--- src/rtl/watch_set_ctrl_if.sv ---
// Button inputs and set-mode control outputs of the watch time-set controller.
interface watch_set_ctrl_if;
  logic       mode_btn_i;
  logic       adj_btn_i;
  logic       run_en_o;
  logic       inc_h_o;
  logic       inc_m_o;
  logic       clr_sec_o;
  logic       blank_h_o;
  logic       blank_m_o;
  logic [1:0] state_o;

  modport master (
    output mode_btn_i, adj_btn_i,
    input  run_en_o, inc_h_o, inc_m_o, clr_sec_o, blank_h_o, blank_m_o, state_o
  );

  modport slave (
    input  mode_btn_i, adj_btn_i,
    output run_en_o, inc_h_o, inc_m_o, clr_sec_o, blank_h_o, blank_m_o, state_o
  );
endinterface

--- src/rtl/watch_set_ctrl.sv ---
// Watch time-set controller: debounces MODE/ADJ, steps RUN -> SET_HH -> SET_MM,
// and drives hour/minute increments, seconds clear and digit blanking.
module watch_set_ctrl #(
  parameter int unsigned DEB_CYC   = 20,
  parameter int unsigned LP_CYC    = 1000,
  parameter int unsigned RPT_CYC   = 250,
  parameter int unsigned BLINK_CYC = 500,
  parameter int unsigned TOUT_CYC  = 30000
) (
  input logic             clk_i,
  input logic             rstn_i,
  watch_set_ctrl_if.slave bus
);

  typedef enum logic [1:0] {
    RUN    = 2'b00,
    SET_HH = 2'b01,
    SET_MM = 2'b10
  } state_e;

  localparam int MODE = 0;
  localparam int ADJ  = 1;

  state_e           state_q, state_d;
  logic [1:0]       sync1_q, sync2_q, deb_q, deb_prev_q;
  logic [1:0][15:0] deb_cnt_q;
  logic             mode_press, adj_press, in_set, both_low, tout;
  logic [15:0]      idle_cnt_q, rpt_cnt_q, blink_cnt_q;
  logic [16:0]      rpt_next;
  logic             rpt_armed_q, rpt_first_done_q, rpt_hit;
  logic             inc_h_d, inc_m_d, clr_sec_d, blink_force;
  logic             inc_h_q, inc_m_q, clr_sec_q, run_en_q, phase_q;

  // Two-flop synchroniser, then a per-button stability counter that must see
  // DEB_CYC consecutive disagreeing samples before the debounced level flips.
  always_ff @(posedge clk_i) begin
    if (!rstn_i) begin
      sync1_q    <= '0;
      sync2_q    <= '0;
      deb_q      <= '0;
      deb_prev_q <= '0;
      deb_cnt_q  <= '0;
    end else begin
      sync1_q    <= {bus.adj_btn_i, bus.mode_btn_i};
      sync2_q    <= sync1_q;
      deb_prev_q <= deb_q;
      for (int i = 0; i < 2; i++) begin
        if (sync2_q[i] == deb_q[i]) begin
          deb_cnt_q[i] <= '0;
        end else if (deb_cnt_q[i] == 16'(DEB_CYC - 1)) begin
          deb_q[i]     <= ~deb_q[i];
          deb_cnt_q[i] <= '0;
        end else begin
          deb_cnt_q[i] <= deb_cnt_q[i] + 16'd1;
        end
      end
    end
  end

  assign mode_press = deb_q[MODE] & ~deb_prev_q[MODE];
  assign adj_press  = deb_q[ADJ] & ~deb_prev_q[ADJ];
  assign in_set     = (state_q != RUN);
  assign both_low   = ~|deb_q;
  assign tout       = in_set & both_low & (idle_cnt_q == 16'(TOUT_CYC - 1));

  always_ff @(posedge clk_i) begin
    if (!rstn_i) begin
      idle_cnt_q <= '0;
    end else if (!in_set || mode_press || adj_press || tout) begin
      idle_cnt_q <= '0;
    end else if (both_low) begin
      idle_cnt_q <= idle_cnt_q + 16'd1;
    end
  end

  // Repeat counter: after a press it counts toward LP_CYC, after the first
  // repeat it restarts and counts toward RPT_CYC; any MODE press or release disarms.
  assign rpt_next = {1'b0, rpt_cnt_q} + 17'd1;
  assign rpt_hit  = rpt_armed_q & deb_q[ADJ] & in_set &
                    (rpt_next >= (rpt_first_done_q ? 17'(RPT_CYC) : 17'(LP_CYC)));

  always_ff @(posedge clk_i) begin
    if (!rstn_i) begin
      rpt_armed_q      <= 1'b0;
      rpt_first_done_q <= 1'b0;
      rpt_cnt_q        <= '0;
    end else if (mode_press || !in_set || !deb_q[ADJ]) begin
      rpt_armed_q      <= 1'b0;
      rpt_first_done_q <= 1'b0;
      rpt_cnt_q        <= '0;
    end else if (adj_press) begin
      rpt_armed_q      <= 1'b1;
      rpt_first_done_q <= 1'b0;
      rpt_cnt_q        <= 16'd1;
    end else if (rpt_hit) begin
      rpt_first_done_q <= 1'b1;
      rpt_cnt_q        <= '0;
    end else if (rpt_armed_q) begin
      rpt_cnt_q        <= rpt_cnt_q + 16'd1;
    end
  end

  always_ff @(posedge clk_i) begin
    if (!rstn_i) begin
      state_q <= RUN;
    end else begin
      state_q <= state_d;
    end
  end

  always_comb begin
    state_d = state_q;
    if (mode_press) begin
      case (state_q)
        RUN:     state_d = SET_HH;
        SET_HH:  state_d = SET_MM;
        default: state_d = RUN;
      endcase
    end else if (tout) begin
      state_d = RUN;
    end
  end

  // A MODE press in the same cycle swallows any ADJ activity.
  always_comb begin
    inc_h_d = 1'b0;
    inc_m_d = 1'b0;
    if (!mode_press && (adj_press || rpt_hit)) begin
      inc_h_d = (state_q == SET_HH);
      inc_m_d = (state_q == SET_MM);
    end
    clr_sec_d   = in_set && (state_d == RUN);
    blink_force = (state_d != state_q) || inc_h_d || inc_m_d;
  end

  always_ff @(posedge clk_i) begin
    if (!rstn_i) begin
      inc_h_q   <= 1'b0;
      inc_m_q   <= 1'b0;
      clr_sec_q <= 1'b0;
      run_en_q  <= 1'b1;
    end else begin
      inc_h_q   <= inc_h_d;
      inc_m_q   <= inc_m_d;
      clr_sec_q <= clr_sec_d;
      run_en_q  <= (state_d == RUN);
    end
  end

  always_ff @(posedge clk_i) begin
    if (!rstn_i) begin
      phase_q     <= 1'b1;
      blink_cnt_q <= '0;
    end else if (blink_force) begin
      phase_q     <= 1'b1;
      blink_cnt_q <= '0;
    end else if (blink_cnt_q == 16'(BLINK_CYC - 1)) begin
      phase_q     <= ~phase_q;
      blink_cnt_q <= '0;
    end else begin
      blink_cnt_q <= blink_cnt_q + 16'd1;
    end
  end

  assign bus.run_en_o  = run_en_q;
  assign bus.inc_h_o   = inc_h_q;
  assign bus.inc_m_o   = inc_m_q;
  assign bus.clr_sec_o = clr_sec_q;
  assign bus.blank_h_o = (state_q == SET_HH) & ~phase_q;
  assign bus.blank_m_o = (state_q == SET_MM) & ~phase_q;
  assign bus.state_o   = state_q;

endmodule

--- src/flat_wrapper.sv ---
// flat-port wrapper written by rule: the top's interface ports become plain ports
module watch_set_ctrl_flat 
#(
  parameter int unsigned DEB_CYC   = 20,
  parameter int unsigned LP_CYC    = 1000,
  parameter int unsigned RPT_CYC   = 250,
  parameter int unsigned BLINK_CYC = 500,
  parameter int unsigned TOUT_CYC  = 30000
)
  (clk_i, rstn_i, bus_mode_btn_i, bus_adj_btn_i, bus_run_en_o, bus_inc_h_o, bus_inc_m_o, bus_clr_sec_o, bus_blank_h_o, bus_blank_m_o, bus_state_o);
  watch_set_ctrl_if bus_i ();
  input logic clk_i;
  input logic rstn_i;
  input wire logic [$bits(bus_i.mode_btn_i)-1:0] bus_mode_btn_i;
  input wire logic [$bits(bus_i.adj_btn_i)-1:0] bus_adj_btn_i;
  output wire logic [$bits(bus_i.run_en_o)-1:0] bus_run_en_o;
  output wire logic [$bits(bus_i.inc_h_o)-1:0] bus_inc_h_o;
  output wire logic [$bits(bus_i.inc_m_o)-1:0] bus_inc_m_o;
  output wire logic [$bits(bus_i.clr_sec_o)-1:0] bus_clr_sec_o;
  output wire logic [$bits(bus_i.blank_h_o)-1:0] bus_blank_h_o;
  output wire logic [$bits(bus_i.blank_m_o)-1:0] bus_blank_m_o;
  output wire logic [$bits(bus_i.state_o)-1:0] bus_state_o;
  assign bus_i.mode_btn_i = bus_mode_btn_i;
  assign bus_i.adj_btn_i = bus_adj_btn_i;
  assign bus_run_en_o = bus_i.run_en_o;
  assign bus_inc_h_o = bus_i.inc_h_o;
  assign bus_inc_m_o = bus_i.inc_m_o;
  assign bus_clr_sec_o = bus_i.clr_sec_o;
  assign bus_blank_h_o = bus_i.blank_h_o;
  assign bus_blank_m_o = bus_i.blank_m_o;
  assign bus_state_o = bus_i.state_o;
  watch_set_ctrl #(.DEB_CYC(DEB_CYC), .LP_CYC(LP_CYC), .RPT_CYC(RPT_CYC), .BLINK_CYC(BLINK_CYC), .TOUT_CYC(TOUT_CYC)) u_core (.clk_i(clk_i), .rstn_i(rstn_i), .bus(bus_i));
endmodule
--- config.mk ---
export PLATFORM = sky130hd
export DESIGN_NAME = watch_set_ctrl_flat
export DESIGN_NICKNAME = d
export VERILOG_FILES = /design/src/rtl/watch_set_ctrl_if.sv /design/src/rtl/watch_set_ctrl.sv /design/src/flat_wrapper.sv
export SDC_FILE = /design/constraint.sdc
export NUM_CORES = 1
export LEC_CHECK = 0
export CAP_MARGIN = 20
export CORE_MARGIN = 2
export CORE_UTILIZATION = 45
export CTS_CLUSTER_SIZE = 40
export DETAILED_ROUTE_END_ITERATION = 6
export HOLD_SLACK_MARGIN = 0.03
export PLACE_DENSITY = 0.65
export SYNTH_ARGS = -nofsm -noshare
export SYNTH_HDL_FRONTEND = slang
export SYNTH_SLANG_ARGS = --single-unit
--- constraint.sdc ---
create_clock -name clk_i -period 4.4 [get_ports clk_i]
set_input_delay 0.88 -clock clk_i [delete_from_list [all_inputs] [get_ports clk_i]]
set_output_delay 0.88 -clock clk_i [all_outputs]
set_load 0.01 [all_outputs]
; ---- Yosys cells after proc, flatten, opt, wreduce, memory -nomap -nowiden
; Cells that the tools add are included.
[op_classes]
addsub = 6
magnitude_cmp = 1
eq_ne = 9
mux = 9
bitwise_logic = 17
reduce_logical = 28
[op_table]
columns = cell, n
row1 = $add 16x1->16 const B, 5
row2 = $eq 16x5->1 const B, 2
row3 = $add 16x1->17 const B, 1
row4 = $ge 17x17->1, 1
row5 = $eq 16x15->1 const B, 1
row6 = $eq 16x9->1 const B, 1
row7 = $reduce_or 3->1, 4
row8 = $mux 10, 1
row9 = $and 1x1->1, 9
row10 = $not 1->1, 8
row11 = $reduce_or 2->1, 4
row12 = $logic_or 1x1->1, 7
row13 = $mux 1, 5
row14 = $logic_not 1->1, 4
row15 = $logic_not 2->1, 2
row16 = $mux 2, 2
row17 = $pmux 2 s2, 1
row18 = $reduce_and 2->1, 2
row19 = $reduce_or 4->1, 1
row20 = $reduce_bool 3->1, 1
row21 = $eq 1x1->1, 2
row22 = $eq 2x1->1 const B, 1
row23 = $eq 2x2->1 const B, 1
row24 = $logic_and 1x1->1, 2
row25 = 2 further kinds, 2
[word_totals]
register_bits = 97
input_bits = 4
out_inout_bits = 8
elab_cells = 89

; ---- Longest topological paths before layout
; Gate-level depths: netlist (run 1).
[logic_depth]
word_depth = 10
mapped_depth = 13
ltp_nobuf = 11

; ---- Least setup slack after synthesis (run 1)
; Ideal clock, no wire load.
[synth_timing]
path_type = register -> register
start = reg u_core.rpt_cnt_q[0]
end = reg u_core.phase_q
setup_ns = 0.123
arrival_ns = 2.533
required_time_ns = 4.277
setup_slack_ns = 1.743
path_stages_with_launch = 14
path_buffers = 2
period_less_slack_ns = 2.657
path_cell_list = dfxtp_1 buf_4 nand4_4 nor2_1 and3_1 xor2_1 ha_1 nand3_1 nor2_1 and3_1 a211oi_4 a31oi_4 buf_6 nand3b_1
[synth_between]
elab_chain_len = 9
elab_cells_between_ends = 10
classes_between = 1 x add/sub / 1 x order compare / 2 x mux / 1 x bitwise / 5 x reduce/logical
[synth_rtl]
columns = element, line_no
row1 = "start, declared", watch_set_ctrl.sv:28  ; logic [15:0] idle_cnt_q, rpt_cnt_q, blink_cnt_q;
row2 = "start signal, assigned", watch_set_ctrl.sv:99  ; rpt_cnt_q <= rpt_cnt_q + 16'd1;
row3 = $add 16x1->17 *, watch_set_ctrl.sv:78  ; assign rpt_next = {1'b0, rpt_cnt_q} + 17'd1;
row4 = named net u_core.rpt_next[9], watch_set_ctrl.sv:29  ; logic [16:0] rpt_next;
row5 = $ge 17x17->1 *, watch_set_ctrl.sv:80  ; (rpt_next >= (rpt_first_done_q ? 17'(RPT_CYC) : 17'(LP_CYC)));
row6 = $and 1x1->1 *, watch_set_ctrl.sv:79  ; assign rpt_hit = rpt_armed_q & deb_q[ADJ] & in_set &
row7 = $logic_or 1x1->1 *, watch_set_ctrl.sv:128  ; if (!mode_press && (adj_press || rpt_hit)) begin
row8 = $logic_and 1x1->1 *, watch_set_ctrl.sv:128
row9 = $mux 1, watch_set_ctrl.sv:128
row10 = $logic_or 1x1->1, watch_set_ctrl.sv:133  ; blink_force = (state_d != state_q) || inc_h_d || inc_m_d;
row11 = $logic_or 1x1->1 *, watch_set_ctrl.sv:133
row12 = $reduce_or 2->1 (no line) *, n/a
row13 = "end signal, assigned", watch_set_ctrl.sv:158  ; phase_q <= ~phase_q;
row14 = "end, declared", watch_set_ctrl.sv:32  ; logic inc_h_q, inc_m_q, clr_sec_q, run_en_q, phase_q;
; The timed path passes the listed nets; every way through them passes the cells marked *.
; A chain may end at the register's enable or synchronous reset.

; ---- Worst setup path in the final report (run 1)
[layout_timing]
start = reg u_core.rpt_cnt_q[0]
end = reg u_core.rpt_cnt_q[14]
[layout_between]
elab_chain_len = 4
elab_cells_between_ends = 5
classes_between = 2 x add/sub / 1 x order compare / 1 x bitwise / 1 x reduce/logical
[layout_rtl]
columns = element, line_no
row1 = $add 16x1->17, watch_set_ctrl.sv:78
row2 = named net u_core.rpt_next[8], watch_set_ctrl.sv:29
row3 = $ge 17x17->1, watch_set_ctrl.sv:80
row4 = $and 1x1->1, watch_set_ctrl.sv:79
row5 = $reduce_or 4->1 (no line), n/a
; The timed path passes the listed nets, and every way through them passes these cells.

==> results by group, run 1 <==
Clock tree
  • Post-CTS Setup Bufs: 0
  • H-tree Lvls: 3
  • Post-cts repair resize count: 0
  • Sink Count: 97
  • Hold_buf cts: 0
  • Root Driver: clkbuf_8
  • CTS Buf Count: 9
  • Clk buf depth: 2
  • Clk slew on worst S/H paths: 90 ps
  • CTS tree: done
  • Clk_lat worst skew: between 300 and 400 ps

Power
  • Maximum vdd drop: about 0.2 mV
  • PD cells: a little under 300 mW/mm^2
  • Lkg Pwr: roughly 1.7 nW

Floorplanning
  • Core box area: 0.0103 sq mm
  • Die Width: about 110 microns
  • Boundary pin count: 12
  • Row count: 37
  • Total Die Area: 0.0114 sq mm
  • Chip height: about 110 microns
  • Initial Util: 0.462

Place
  • # port buffers: 11
  • Post-DP Area: 0.00493 sq mm
  • Post-DP HPWL: about 6000 microns
  • Gpl congestion: just over 0.8

Synth
  • Area leader, netlist: dfxtp_1
  • Synth top area share: 0.409
  • Cell with the most instances after synthesis: dfxtp_1
  • Syn nets: roughly 540
  • Synthesis Warnings: 0
  • Avg Inst Size Synth: between 9 and 10 sq um
  • Number of synthesized flops with an enable pin: 0
  • Async SR Flop Fraction: 0
  • Ys flop type: dfxtp_1
  • Post-synthesis register bit count: just under 100
  • Cell area after synthesis: around 0.0047 sq mm
  • Yosys cell types: 52
  • Seq/Total Area, Yosys: 0.409
  • Synth area leaders: dfxtp_1, xor2_1, xnor2_1
  • Syn Inst Count: between 500 and 600
  • Synth top cells by count: dfxtp_1, nor2_1, xor2_1

STA
  • Clock skew: around 6.6 ps
  • Worst-Margin Slew: 902 ps
  • Final hold viol count: 0
  • Setup TNS: 0 ps
  • RSZ-0062 raised after global routing: no
  • Final number of setup-violating endpoints: 0
  • Final Slew Violations: 0
  • Worst slew margin: 0.393
  • F_max: approximately 320 MHz
  • Min cycle time layout: 3090 ps
  • Tcrit/Tclk final: 0.702

GRT
  • Vias in the first global route: between 3000 and 4000
  • GRT Overall Usage: 0.166
  • Total gr overflow: 0
  • First-pass GRT wire length: ~16000 microns
  • Pin count of the biggest net entering global routing: 18
  • Antenna violations before repair: 0

Route
  • Via-to-Cell Ratio: ~5.3
  • Detail Route met3 WL: roughly 200 microns
  • Top Metal Used: met4
  • Drt initial violations: 194
  • DR WL met2: 3950 microns
  • Drt first pass iters: 4
  • Met1 Routed Length: 4260 microns
  • Routed len/inst: between 10 and 15 microns
  • Vias: around 3600
  • WL final: around 8600 microns
  • Number of nets still failing antenna checks after routing: 0
  • Drt drc: 0

Finish
  • Antenna fix cells: 0
  • Area growth, synth to finish: 8.09%
  • Design Area, Final: roughly 0.005 sq mm
  • Share of cells above drive strength 1: 0.0766
  • Layout Nets: approximately 540

Job
  • Max cap viols: 0

Worst setup path
  • Worst Path Arrival: ~3300 ps
  • Crit Path Max Fanout: 15
  • Worst endpoint required time: about 4600 ps
  • Critical path startpoint category: flop
  • WS Path Type: flop to flop
  • Critical path endpoint category: flop

Outcome
  • Status: complete, no violations

Hold path
  • Tightest Hold Check Type: flop to flop
-- metrics by stage --
step	power (mW)	setup WS [ps]	utilization	hold WS [ps]	std cells
3_3_place_gp	0.925	1380	0.479	415	656
2_1_floorplan	0.918	1740	-	412	526
5_1_grt	1.55	1020	0.499	478	671
3_5_place_dp	0.925	1300	0.479	423	656
6_report	1.50	1310	0.499	440	671
4_1_cts	1.52	1290	0.499	444	671
-- worst paths after layout --
path	start	endpoint	slack [ps]	depth (start not counted)
max	u_core.rpt_cnt_q[0]	u_core.rpt_cnt_q[14]	1310	10
min	u_core.sync1_q[0]	u_core.sync2_q[0]	440	1
max reg2reg	u_core.rpt_cnt_q[0]	u_core.rpt_cnt_q[14]	1310	10
min reg2reg	u_core.sync1_q[0]	u_core.sync2_q[0]	440	1
-- cells by family (layout without fill, tap and decap cells) --
group / Yosys count / in the layout / synth area share
buffers and inverters: 29 / 38 / 0.0311
DFF: 97 / 97 / 0.409
and+or+nand+nor: 277 / 277 / 0.327
muxes: 4 / 4 / 0.00844
AOI/OAI and AO/OA: 36 / 36 / 0.0643
adders and majority gates: 9 / 9 / 0.0237
xor gates and xnor gates: 74 / 74 / 0.137
-- area by class of cell --
type / instances / area, sq um
Inverter: 11 / 41.3
Multi-Input combinational cell: 400 / 2660
Clock inverter: 3 / 47.5
Fill cell: 964 / 5150
Clock buffer: 12 / 155
Timing Repair Buffer: 12 / 118
Tap cell: 136 / 170
Sequential cell: 97 / 1940
-- power by group --
group	internal, mW	total [mW]	switching [mW]	leakage (nW)
Clock	0.296	0.598	0.302	0.103
Combinational	0.00923	0.0188	0.00960	0.799
Sequential	0.882	0.886	0.00381	0.783
Total	1.19	1.50	0.316	1.69
-- cell usage in the layout, fill, tap and decap left out, types with 10 or more instances in the layout --
cell and instances:
a21oi_1 12, xnor2_1 32, clkdlybuf4s50_1 11, clkbuf_8 11, and3_1 16, nand2_1 37, nor3_2 10, nor2b_1 11
inv_1 11, nor2_1 72, nand4_1 25, nor3_1 14, and2_1 10, dfxtp_1 97, nand3_1 34, nor4b_1 10
xor2_1 42
-- critical path, cell delays in order (launching register included) --
cell,delay [ps]
dfxtp_1,550
ha_1,370
and3_1,250
nand3_1,100
xnor2_1,150
ha_1,300
nand4_1,150
o22ai_4,270
o211ai_4,140
a31oi_4,540
nor3_1,130
-- registers in the layout, indices dropped and copies added, names as in the netlist, 2 cells and up --
signal              count
u_core.idle_cnt_q      16
u_core.rpt_cnt_q       16
u_core.deb_cnt_q       32
u_core.deb_q            2
u_core.bus.state_o      2
u_core.blink_cnt_q     16
u_core.sync1_q          2
u_core.deb_prev_q       2
u_core.sync2_q          2
-- layer usage --
| layer | vias up | track usage |
|---|---|---|
| met2 | 23 | 0.272 |
| met4 | 0 | 0.0622 |
| met5 | - | 0 |
| met3 | 7 | 0.0316 |
| li1 | 1833 | - |
| met1 | 1690 | 0.216 |
(Power assumes the default switching activity.)
==> inputs of run 2 (changes only) <==
clock period = 3.2 ns   (was 4.4 ns; I/O delays follow)
==> run 2 against run 1 <==
  * Clock power grew 37%
  * Final cell count grew 1.3%
  * Wire length shrank 1.5%
  * Worst setup slack lost 1000 ps
  * Sequential share of layout area shrank 0.41 points
  * Largest cell class unchanged
==> results by group, run 2 (synthesized netlist as in run 1, its figures left out) <==
Worst setup path
  • Worst Path Arrival: 3200 ps (-100 ps)
  • Critical path startpoint category: flop
  • WS Path Type: flop to flop
  • Crit Path Max Fanout: 17 (+2)
  • Worst endpoint required time: 3470 ps (-1140 ps)
  • Critical path endpoint category: flop

STA
  • Final hold viol count: 0 (unchanged)
  • Worst slew margin: 0.418 (+0.0251)
  • Min cycle time layout: 2930 ps (-161 ps)
  • Setup TNS: 0 ps (unchanged)
  • F_max: 341 MHz (+5.5%)
  • Clock skew: 12.7 ps (+6.12 ps)
  • Final Slew Violations: 0 (unchanged)
  • Worst-Margin Slew: 865 ps (-37.3 ps)
  • Tcrit/Tclk final: 0.915 (+0.213)
  • RSZ-0062 raised after global routing: no
  • Final number of setup-violating endpoints: 0 (unchanged)

Route
  • Vias: 3560 (+0.20%)
  • Drt initial violations: 198 (+2.1%)
  • Routed len/inst: 12.4 microns (-2.8%)
  • Drt drc: 0 (unchanged)
  • Drt first pass iters: 4 (unchanged)
  • WL final: 8420 microns (-1.5%)
  • Via-to-Cell Ratio: 5.24 (-1.1%)
  • Number of nets still failing antenna checks after routing: 0 (unchanged)

GRT
  • GRT Overall Usage: 0.157 (-0.00896)
  • First-pass GRT wire length: 14700 microns (-6.0%)
  • Total gr overflow: 0 (unchanged)
  • Vias in the first global route: 3282 (-6.3%)
  • Antenna violations before repair: 0 (unchanged)
  • Pin count of the biggest net entering global routing: 18 (unchanged)

Power
  • Sw frac: 0.227 (+0.0172)
  • Switching pwr: 469 uW (+49%)
  • Power Internal: 1.60 mW (+34%)
  • Lkg Pwr: 1.73 nW (+2.6%)
  • PD cells: 398 mW/mm^2 (+36%)
  • Maximum vdd drop: 0.227 mV (+16%)
  • Clk pwr share: 0.397 (about the same)
  • Comb power frac: 0.013 (about the same)
  • Sequential power share: 0.590 (about the same)
  • Power Total: 2.06 mW (+37%)

Floorplanning
  • Initial Util: 0.462 (unchanged)
  • Core box area: 0.0103 sq mm (unchanged)
  • Die Width: 107 microns (unchanged)
  • Chip height: 107 microns (unchanged)
  • Boundary pin count: 12 (unchanged)
  • Total Die Area: 0.0114 sq mm (unchanged)
  • Row count: 37 (unchanged)

Finish
  • Area growth, synth to finish: 9.36%
  • Fillers: 968 (+0.41%)
  • Multi-input logic area: 0.00266 sq mm (unchanged)
  • Antenna fix cells: 0 (unchanged)
  • Most frequent cells in the layout: dfxtp_1, nor2_1, xor2_1, nand2_1, nand3_1
  • Largest Register: u_core.deb_cnt_q
  • Finished Core Util: 0.505 (+0.00584)
  • Max FFs per register: 32 (unchanged)
  • Reg area: 0.00194 sq mm (about the same)
  • Share of cells above drive strength 1: 0.0956 (+0.0190)
  • Most common cell after layout, fill and taps aside: dfxtp_1
  • Layout Nets: 552 (+1.5%)

Clock tree
  • H-tree Lvls: 3 (unchanged)
  • Sink Count: 97 (unchanged)
  • Clk_lat worst skew: 370 ps (about the same)
  • Clk buf depth: 2 (unchanged)
  • Clk slew on worst S/H paths: 100 ps (about the same)
  • Root Driver: clkbuf_8
  • Post-CTS Setup Bufs: 0 (unchanged)
  • CTS Buf Count: 9 (unchanged)
  • CTS tree: done

Outcome
  • Status: complete, no violations

Place
  • Gpl congestion: 0.847 (+3.7%)
  • Post-DP HPWL: 5840 microns (-2.6%)
  • # port buffers: 11 (unchanged)

Job
  • Max cap viols: 0 (unchanged)

Hold path
  • Tightest Hold Check Type: flop to flop
==> run 2: cell types whose count changed in the layout (fill, tap and decap cells not counted), sizes merged <==
cell    delta
clkinv     +4
buf        +8
clkbuf     -3
==> run 2: path summary, 6_finish.rpt <==
| path | start | to | slack, ps | cells after the start |
|---|---|---|---|---|
| max | u_core.rpt_cnt_q[6] | u_core.blink_cnt_q[4] | 270 | 11 |
| min | u_core.sync1_q[1] | u_core.sync2_q[1] | 450 | 1 |
| max reg2reg | u_core.rpt_cnt_q[6] | u_core.blink_cnt_q[4] | 270 | 11 |
| min reg2reg | u_core.sync1_q[1] | u_core.sync2_q[1] | 450 | 1 |
==> run 2: metal layers <==
layer  part of all wire  global-route usage  wire length, microns
met5                  0                   0                     0
met3              0.020              0.0292                   165
met1               0.50               0.196                  4180
met4              0.017              0.0714                   141
met2               0.47               0.262                  3940
==> run 2: per-stage QoR <==
step | cell area, sq um | worst slack, ps | instances | hold WS (ps)
global route | 5190 | 21.7 | 680 | 471
finish | 5190 | 271 | 680 | 449
detailed placement | 4990 | 271 | 664 | 426
global placement | 4990 | 384 | 664 | 416
floorplan | 4750 | 543 | 526 | 412
CTS | 5190 | 221 | 680 | 450
==> run 2: layout make-up <==
| cell class | instances | share of cell area |
|---|---|---|
| well taps | 136 | 0.0328 |
| repair buffers | 20 | 0.0342 |
| clock inverters | 7 | 0.0149 |
| inverters | 11 | 0.00796 |
| multi-input cells | 400 | 0.512 |
| clock buffers | 9 | 0.0239 |
| flip-flops and latches | 97 | 0.374 |
==> run 2: power groups by stage <==
stage                     clock (mW)  sequential, mW  combinational (mW)
after global routing           0.915            1.22              0.0294
final                          0.820            1.22              0.0261
after global placement             0            1.25              0.0259
after CTS                      0.852            1.22              0.0267
after detailed placement           0            1.25              0.0266
after floorplan                    0            1.24              0.0179
==> run 2: timing repair <==
| action | in CTS | in global routing |
|---|---|---|
| resized for setup | 0 | 1 |
| setup endpoints to repair | 0 | 1 |
| hold buffers | 0 | 0 |
==> run 2: worst max-delay path: stages, from the launching register on <==
cell and delay (ps):
dfxtp_1 490, nand3_4 160, nor2_1 200, and3_1 200, xor2_1 160, ha_1 290, nand3_1 100, nor2_1 40
and3_1 190, a211oi_4 380, a31oi_4 270, nor4b_1 370
